[src/rtl/if_fetch_stage.sv]
// Instruction fetch stage and IF/ID pipeline register.
// Owns the PC and fetches words over a req/ready handshake with wait states.
module if_fetch_stage #(
  parameter logic [31:0] RESET_PC  = 32'h0000_0000,
  parameter logic [31:0] NOP_INSTR = 32'h0000_0000
) (
  input  logic        clk,
  input  logic        rst,
  input  logic        id_stall,
  input  logic        id_redirect,
  input  logic [31:0] id_redirect_pc,
  output logic        imem_req,
  output logic [31:0] imem_addr,
  input  logic        imem_ready,
  input  logic [31:0] imem_rdata,
  output logic [31:0] pc_4,
  output logic [31:0] instruction,
  output logic        if_valid,
  output logic [31:0] debug_pc
);

  typedef enum logic [1:0] {
    FETCH  = 2'd0,
    HOLD   = 2'd1,
    SQUASH = 2'd2
  } state_t;

  state_t      state, state_n;
  logic [31:0] pc, pc_n, pc_inc;
  logic [31:0] held_word, held_word_n;
  logic [31:0] stale_addr, stale_addr_n;
  logic [31:0] pc_4_n, instruction_n;
  logic        if_valid_n;
  logic        done;
  logic        req_n;
  logic [31:0] addr_n;

  assign done     = imem_req & imem_ready;
  assign pc_inc   = pc + 32'd4;
  assign debug_pc = pc;

  always_comb begin
    state_n       = state;
    pc_n          = pc;
    held_word_n   = held_word;
    stale_addr_n  = stale_addr;
    pc_4_n        = pc_4;
    instruction_n = instruction;
    if_valid_n    = if_valid;
    unique case (1'b1)
      id_stall: begin
        if (state == FETCH && done) begin
          held_word_n = imem_rdata;
          state_n     = HOLD;
        end else if (state == SQUASH && done) begin
          state_n = FETCH;
        end
      end
      id_redirect && !id_stall: begin
        pc_4_n        = 32'd0;
        instruction_n = NOP_INSTR;
        if_valid_n    = 1'b0;
        pc_n          = {id_redirect_pc[31:2], 2'b00};
        unique case (state)
          // An issued request cannot be aborted, so wait it out.
          FETCH: begin
            if (imem_req && !done) begin
              stale_addr_n = {pc[31:2], 2'b00};
              state_n      = SQUASH;
            end
          end
          HOLD:    state_n = FETCH;
          SQUASH:  if (done) state_n = FETCH;
          default: state_n = FETCH;
        endcase
      end
      default: begin
        if (state == HOLD || (state == FETCH && done)) begin
          pc_4_n        = pc_inc;
          instruction_n = (state == HOLD) ? held_word : imem_rdata;
          if_valid_n    = 1'b1;
          pc_n          = pc_inc;
          state_n       = FETCH;
        end else begin
          pc_4_n        = 32'd0;
          instruction_n = NOP_INSTR;
          if_valid_n    = 1'b0;
          if (state == SQUASH && done) state_n = FETCH;
          else if (state != SQUASH) state_n = FETCH;
        end
      end
    endcase
  end

  assign req_n  = (state_n != HOLD);
  assign addr_n = (state_n == SQUASH) ? stale_addr_n
                                      : {pc_n[31:2], 2'b00};

  always_ff @(posedge clk or posedge rst) begin
    if (rst) begin
      state       <= FETCH;
      pc          <= RESET_PC;
      held_word   <= 32'd0;
      stale_addr  <= 32'd0;
      pc_4        <= 32'd0;
      instruction <= NOP_INSTR;
      if_valid    <= 1'b0;
      imem_req    <= 1'b0;
      imem_addr   <= {RESET_PC[31:2], 2'b00};
    end else begin
      state       <= state_n;
      pc          <= pc_n;
      held_word   <= held_word_n;
      stale_addr  <= stale_addr_n;
      pc_4        <= pc_4_n;
      instruction <= instruction_n;
      if_valid    <= if_valid_n;
      imem_req    <= req_n;
      imem_addr   <= addr_n;
    end
  end

endmodule

[config.mk]
export PLATFORM = sky130hd
export DESIGN_NAME = if_fetch_stage
export DESIGN_NICKNAME = d
export VERILOG_FILES = /design/src/rtl/if_fetch_stage.sv
export SDC_FILE = /design/constraint.sdc
export NUM_CORES = 1
export LEC_CHECK = 0
export CORE_MARGIN = 10
export CORE_UTILIZATION = 40
export DETAILED_ROUTE_END_ITERATION = 10
export GPL_ROUTABILITY_DRIVEN = 0
export PLACE_DENSITY_LB_ADDON = 0.2
export SYNTH_ARGS = -nofsm -noshare
export SYNTH_HDL_FRONTEND = slang
export SYNTH_SLANG_ARGS = --single-unit
export TNS_END_PERCENT = 5
[constraint.sdc]
create_clock -name clk -period 19.8 [get_ports clk]
set_clock_uncertainty 0.05 [all_clocks]
set_input_delay 2.97 -clock clk [delete_from_list [all_inputs] [get_ports clk]]
set_output_delay 2.97 -clock clk [all_outputs]
set_load 0.05 [all_outputs]
==> out/metrics.yaml, run 1 <==
synth.area.top_cells: "dfrtp_1 (55%), mux2_2 (9.3%), nand2_1 (4.7%)"
power.density_nw_per_um2: 132
vias: 6730
first_pass_iters: 7
synthesis.area_um2: 8710
avgSynthCellArea_um2: 10.9
hold_buffers: 0
areaGrowthSynthToFinish_pct: 31.5
wl_per_cell_um: 20.1
slew_violations: 0
comb_power_share_pct: 38.2
cts_made_buffers: 17
first_global_vias: 6853
yosysMostFrequentCell: "dfrtp_1"
max-vdd-ir-drop_mv: 0.0571
grt_pass1_wl_mm: 39.9
tightestPinTransition_ns: 1.08
switchingPower_mw: 0.590
end_kind: "flop"
synth_cell_types: 63
yosys.area.top_type: "dfrtp_1"
timing.rr.end: "imem_addr[30]"
drive_gt1_share_pct: 13.9
instances_no_fill: 1251
seqPwrFrac_pct: 38.4
yosys-top-cells-count: "dfrtp_1 (193), nand2_1 (108), mux2_2 (72), o21ai_0 (57), nor2_1 (43)"
internal-power_mw: 0.917
synth_cells: 796
place_hpwl_mm: 17.3
die_w_um: 168
yosysTopAreaCellShare_pct: 55.5
worstHoldStart: "stale_addr[0]"
io_buffers: 194
relSlewSlack_pct: 27.7
cts_root_buffer: "clkbuf_16"
nFillCells: 1938
post-route-util_pct: 54.0
drc_errors: 0
cp-start-kind: "primary input"
power.leakage_nw: 4.77
grt_antenna_before_repair: 1
insertion_delay_ns: 0.44
reg2reg_slack_ns: 16.83
synth-main-ff-cell: "dfrtp_1"
clock_power_share_pct: 23.5
yosysSeqAreaShare_pct: 55.5
hp-class: "flop to flop"
ctsResizeCount: 0
hold_viol: 0
required_ns: 20.07
drt_iter0_drc: 442
fin_crit_ns: 5.66
die_h_um: 168
critical_path_class: "primary input to flop"
cts_tree: "yes"
synth_edf_count: 0
track_usage_pct: 17.7
ant_nets: 0
cts.clk_slew.worst_paths_ns: 0.08
rows: 53
finish.net_count: 1033
finalSetupTns_ns: 0
dp.cells: 1218
clock-sinks: 193
timing.final.crit_share_pct: 28.6
grt_start_max_net_pins: 133
max_cap_violations: 0
rr_worst_depth: 6
hold_depth: 1
yosysWarnings: 0
routed_wirelength_mm: 25.1
setup_viol: 0
status: "finished, final reports clean"
fmax_mhz: 177
reg2reg_from: "state[1]"
cts_buffer_depth: 2
async_flop_share_pct: 100
initial_core_util_pct: 41.0
h-tree-depth: 4
min_delay_worst_endpoint: "stale_addr[0]"
switching_share_pct: 39.2
ys_ff_latch: 193
rsz0062_at_grt: "no"
overflow: 0
boundaryPins: 199
core_um2: 21200
post-cts-setup-buffer-count: 0
dieArea_um2: 28100
viasPerCell: 5.38
cp-startpoint: "id_stall"
cp.arrival_ns: 5.93
cp_max_fo: 57
[layout by cell type (no fill, tap or decap), types with 12 or more instances in the layout]
cell / synthesis / layout
a21oi_1: 15 / 15
a31oi_1: 13 / 13
buf_4: 5 / 14
clkbuf_16: 0 / 17
clkdlybuf4s50_1: 0 / 193
dfrtp_1: 193 / 193
mux2_2: 72 / 72
mux2i_1: 35 / 35
nand2_1: 108 / 108
nand3_1: 15 / 14
nand4_1: 12 / 12
nor2_1: 43 / 42
nor3_1: 12 / 12
o21ai_0: 57 / 57
o21ai_1: 16 / 15
xnor2_1: 13 / 13
xor2_1: 13 / 13
[worst max-delay path, cell delays in order]
cell	delay, ns
buf_4	0.38
buf_4	0.60
and3b_1	0.28
nand3b_1	0.45
buf_4	0.46
mux2_2	0.39
and2_1	0.15
a31o_2	0.20
[cell families (layout without fill, tap and decap cells)]
kind of cell               count (synthesis)  after routing  share of synthesized area (%)
AOI/OAI and AO/OA                        161            161                           11.7
xor gates and xnor gates                  26             26                           2.61
adders and majority gates                  2              2                          0.287
buffers and inverters                     70            248                           3.51
DFF                                      193            193                           55.5
muxes                                    108            108                           13.5
other                                      1              3                         0.0431
and+or+nand+nor                          235            235                           13.0
[through the flow]
step	total power [mW]	area [um2]	hold WS (ns)	worst slack [ns]
after floorplan	0.967	8710	0.394	11.52
after global placement	1.16	10800	0.410	13.66
after detailed placement	1.17	10800	0.415	13.62
after CTS	1.52	11400	0.435	14.07
after global routing	1.58	11400	0.455	13.96
final	1.51	11500	0.433	14.14
[sequential cells by signal, indices dropped and copies added, names as in the netlist]
| signal | flops |
|---|---|
| debug_pc | 30 |
| held_word | 32 |
| if_valid | 1 |
| imem_addr | 32 |
| imem_req | 1 |
| instruction | 32 |
| pc_4 | 31 |
| stale_addr | 32 |
| state | 2 |
[power by group through the flow]
| stage | sequential, mW | combinational [mW] | clock [mW] |
|---|---|---|---|
| finish | 0.578 | 0.575 | 0.354 |
| global route | 0.593 | 0.612 | 0.379 |
| CTS | 0.579 | 0.583 | 0.362 |
| detailed placement | 0.586 | 0.581 | 0 |
| global placement | 0.581 | 0.576 | 0 |
| floorplan | 0.755 | 0.211 | 0 |
[worst max-delay path by stage]
stage / end / slack, ns / cells past startpoint
global placement: imem_addr[17] / 13.66 / 8
finish: imem_addr[17] / 14.14 / 8
global route: imem_addr[17] / 13.96 / 8
CTS: imem_addr[17] / 14.07 / 8
detailed placement: imem_addr[17] / 13.62 / 8
floorplan: debug_pc[10] / 11.52 / 1
[area by class of cell]
type / instances / area (um2) / area share, %
timing repair buffer: 207 / 2040 / 17.8
inverter: 9 / 41.3 / 0.361
multi-input combinational: 534 / 3600 / 31.4
antenna: 1 / 2.50 / 0.0219
clock inverter: 15 / 175 / 1.53
tap: 275 / 344 / 3.00
clock buffer: 17 / 425 / 3.71
sequential: 193 / 4830 / 42.2
[layer usage]
metal | vias up | GRT usage, % | routed length [um]
met5 | - | 0 | 0
li1 | 3164 | - | -
met1 | 3299 | 22.6 | 10700
met2 | 238 | 26.6 | 11400
met3 | 29 | 7.63 | 2570
met4 | 0 | 5.15 | 446
Note: power is estimated with default switching activity, not from simulation.
==> run 2, diff against run 1 <==
clock period = 5 ns   (was 19.8 ns; I/O delays follow)
==> run 2 against run 1 <==
Net effect: sequential cell count unchanged; clock-buffer cell count unchanged; core utilization up 0.17 points; global-route usage grew 0.093 points; die area stayed put; via count down 0.48%.
==> out/metrics.yaml, run 2 (synthesized netlist as in run 1, its figures left out) <==
drt_iter0_drc: 391
critPathMaxStageDelay_ns: 0.73
h-tree-depth: 4
drc_errors: 0
power_mw: 5.98
design_area_um2: 11500
path_cells: "clkdlybuf4s50_1 > a21o_1 > nand2_1 > inv_2 > o21ai_1 > o21ai_0 > a31oi_1"
areaGrowthSynthToFinish_pct: 31.9
hold_buffers: 0
cts_buffer_depth: 2
finish.net_count: 1037
nFillCells: 1960
grt_antenna_before_repair: 1
instances_no_fill: 1254
post-cts-setup-buffer-count: 0
placed_area_um2: 10900
cts_root_buffer: "clkbuf_16"
post-route-util_pct: 54.1
core_um2: 21200
grt_start_max_net_pins: 142
grt_pass1_wl_mm: 39.9
cp_max_fo: 11
hold-worst-slack_ns: 0.436
required_ns: 5.29
critPathTopFamily: "compound AO/OA/AOI/OAI gates"
dp.cells: 1222
rows: 53
max-vdd-ir-drop_mv: 0.238
slowest_stage: "o21ai_1"
dieArea_um2: 28100
hold_viol: 0
power.density_nw_per_um2: 520
fin_ws_ns: 1.96
io_buffers: 194
grt.met1_usage_pct: 21.8
multi_input_area_um2: 3600
cts_tree: "yes"
clock-sinks: 193
critical_path_class: "primary input to flop"
busiest_layer: "met2"
dpl_worst_slack_ns: 1.57
first_global_vias: 6831
grtUsageMet3_pct: 8.31
viasPerCell: 5.34
track_usage_pct: 17.8
place_hpwl_mm: 17.6
drive_gt1_share_pct: 14.3
wl_per_cell_um: 20.2
finalSetupTns_ns: 0
boundaryPins: 199
timing.final.crit_share_pct: 60.7
end_kind: "flop"
worstHoldStart: "instruction[16]"
min_delay_worst_endpoint: "instruction[16]"
comb_power_share_pct: 38.2
ant_nets: 0
seqPwrFrac_pct: 38.4
max_cap_violations: 0
rr_worst_depth: 5
first_pass_iters: 4
power.leakage_nw: 4.79
vias: 6698
insertion_delay_ns: 0.43
status: "finished, final reports clean"
hold_depth: 2
ctsResizeCount: 0
rsz0062_at_grt: "no"
reg2reg_from: "debug_pc[11]"
grt_util_met2_pct: 27.6
initial_core_util_pct: 41.0
cp.arrival_ns: 3.33
fin_crit_ns: 3.04
fmax_mhz: 329
clock_power_share_pct: 23.4
internal-power_mw: 3.64
cp-start-kind: "primary input"
layout_common_cells: "dfrtp_1 (193), clkdlybuf4s50_1 (193), nand2_1 (108), mux2_2 (72), o21ai_0 (57)"
overflow: 0
cts_made_buffers: 17
setup_viol: 0
hp-class: "flop to flop"
timing.rr.end: "debug_pc[29]"
die_h_um: 168
cts.clk_slew.worst_paths_ns: 0.08
antennaDiodeCount: 0
routed_wirelength_mm: 25.3
tightestPinTransition_ns: 0.993
slew_violations: 0
regArea_um2: 4830
reg2reg_slack_ns: 2.17
relSlewSlack_pct: 33.3
switching_share_pct: 39.1
switchingPower_mw: 2.34
die_w_um: 168
path_buf_inv: 2
run 2: power groups by stage:
stage	Sequential [mW]	Combinational, mW	Clock [mW]
floorplan	2.99	0.838	0
global placement	2.31	2.28	0
detailed placement	2.32	2.30	0
CTS	2.29	2.31	1.44
global route	2.36	2.43	1.49
finish	2.29	2.29	1.40
run 2: worst max-delay path by stage:
stage / from / end / slack [ns] / depth (start not counted)
3_5_place_dp: id_redirect / debug_pc[29] / 1.57 / 7
5_1_grt: id_redirect / debug_pc[29] / 1.85 / 7
4_1_cts: id_redirect / debug_pc[29] / 1.97 / 7
6_report: imem_ready / imem_addr[30] / 1.96 / 7
3_3_place_gp: imem_ready / imem_addr[30] / 1.58 / 7
2_1_floorplan: rst / debug_pc[10] / 1.71 / 1
run 2: layer usage:
| metal | wire, um | vias up |
|---|---|---|
| met5 | 12 | - |
| met1 | 10900 | 3310 |
| met2 | 11600 | 199 |
| met4 | 451 | 2 |
| li1 | - | 3162 |
| met3 | 2350 | 25 |
run 2: layout make-up:
type | count | share of cell area (%)
well taps | 275 | 2.99
inverters | 9 | 0.327
multi-input cells | 534 | 31.3
flip-flops and latches | 193 | 42.0
repair buffers | 211 | 18.1
clock inverters | 15 | 1.52
clock buffers | 17 | 3.70
run 2: tightest hold or removal path, cell delays in order (launching register included):
cell and delay, ns:
dfrtp_1 0.35, nand2_1 0.05, o21ai_0 0.05
==> run 3, diff against run 2 <==
clock period = 3.1 ns   (was 5 ns; I/O delays follow)
==> run 3 against run 2 <==
Net effect: sequential power grew 61%; global-route usage grew 0.38 points; via count grew 2.3%; non-clock buffer count grew 18; cell count grew 1.4%; setup slack lost 1.4 ns; register-to-register slack lost 1.6 ns; critical path type is now flop to flop; largest cell class unchanged.
==> out/metrics.yaml, run 3 (synthesized netlist as in run 1, its figures left out) <==
antennaDiodeCount: 0
setup_viol: 0
boundaryPins: 199
first_pass_iters: 5
path_cells: "ha_1 > nand3_1 > nor4_2 > buf_4 > nand2_1 > o32ai_1 > o31ai_1"
grt_pass1_wl_mm: 41.0
overflow: 0
end_kind: "flop"
h-tree-depth: 4
slowest_stage: "dfrtp_1"
grt_antenna_before_repair: 2
areaGrowthSynthToFinish_pct: 33.3
drt_iter0_drc: 468
cp-startpoint: "debug_pc[2]"
path_buf_inv: 1
cts_buffer_depth: 2
cts_root_buffer: "clkbuf_16"
die_h_um: 168
core_um2: 21200
critPathMaxStageDelay_ns: 0.49
critPathTopFamily: "simple AND/OR/NAND/NOR gates"
cp.arrival_ns: 2.77
power.density_nw_per_um2: 826
cp-start-kind: "flop"
vias: 6854
viasPerCell: 5.39
power.leakage_nw: 4.87
fin_crit_ns: 2.53
required_ns: 3.34
timing.final.crit_share_pct: 81.5
track_usage_pct: 18.2
max-vdd-ir-drop_mv: 0.423
finish.net_count: 1055
clock-sinks: 193
reg2reg_from: "debug_pc[2]"
grt_start_max_net_pins: 113
layout_common_cells: "dfrtp_1 (193), clkdlybuf4s50_1 (193), nand2_1 (108), mux2_2 (72), o21ai_0 (57)"
dpl_worst_slack_ns: 0.473
routed_wirelength_mm: 25.6
die_w_um: 168
dieArea_um2: 28100
drc_errors: 0
hold_buffers: 0
placed_area_um2: 11000
max_cap_violations: 0
fmax_mhz: 396
cts_made_buffers: 17
relSlewSlack_pct: 48.6
drive_gt1_share_pct: 15.8
fin_ws_ns: 0.572
rows: 53
finalSetupTns_ns: 0
ctsResizeCount: 0
power_mw: 9.59
worstHoldStart: "id_stall"
cts.clk_slew.worst_paths_ns: 0.07
critical_path_class: "flop to flop"
rsz0062_at_grt: "no"
cp_max_fo: 12
status: "finished, final reports clean"
cts_tree: "yes"
hold_viol: 0
design_area_um2: 11600
post-route-util_pct: 54.7
first_global_vias: 7001
hp-class: "primary input to flop"
tightestPinTransition_ns: 0.765
io_buffers: 194
ant_nets: 0
initial_core_util_pct: 41.0
place_hpwl_mm: 18.0
post-cts-setup-buffer-count: 0
insertion_delay_ns: 0.43
wl_per_cell_um: 20.2
slew_violations: 0
## run 3: cell types whose count changed in the layout (fill, tap and decap cells not counted), sizes merged
cell / before / now
buf: 18 / 36
bufinv: 2 / 0
clkbuf: 17 / 18
clkinv: 5 / 4
clkinvlp: 3 / 4
inv: 14 / 15
## run 3: final cells by class
type | count | area, um2
inverter | 9 | 37.5
clock inverter | 14 | 121
tap | 275 | 344
multi-input combinational | 534 | 3600
timing repair buffer | 229 | 2240
clock buffer | 18 | 439
sequential | 193 | 4830
fill | 1879 | 9610
## run 3: worst paths after layout
| path | end | slack [ns] | cells after the start |
|---|---|---|---|
| max | imem_addr[22] | 0.57 | 7 |
| min | pc_4[12] | 0.40 | 3 |
| max reg2reg | imem_addr[22] | 0.57 | 7 |
| min reg2reg | stale_addr[1] | 0.44 | 1 |
| max in group asynchronous | pc_4[19] | 1.99 | 3 |
| min in group asynchronous | instruction[20] | 0.46 | 3 |
## run 3: worst register-to-register path: stages, from the launching register on
cell     delay (ns)
dfrtp_1        0.49
ha_1           0.31
nand3_1        0.25
nor4_2         0.31
buf_4          0.26
nand2_1        0.12
o32ai_1        0.44
o31ai_1        0.17
## run 3: routing by layer
metal	GRT usage, %	wire length, um	up-vias
met5	0	32	-
met4	5.30	414	4
met3	7.42	2580	32
met2	28.1	11900	262
met1	22.8	10700	3362
li1	-	-	3194
## run 3: metrics by stage
stage                     cells  hold WS (ns)
after global placement     1240         0.411
after global routing       1272         0.416
after detailed placement   1240         0.423
after floorplan             797         0.394
final                      1272         0.400
after CTS                  1272         0.394
## run 3: where the power goes
part	switching [mW]	total [mW]	internal (mW)
registers	0.420	3.68	3.26
logic	2.33	3.78	1.44
clock network	1.05	2.13	1.08
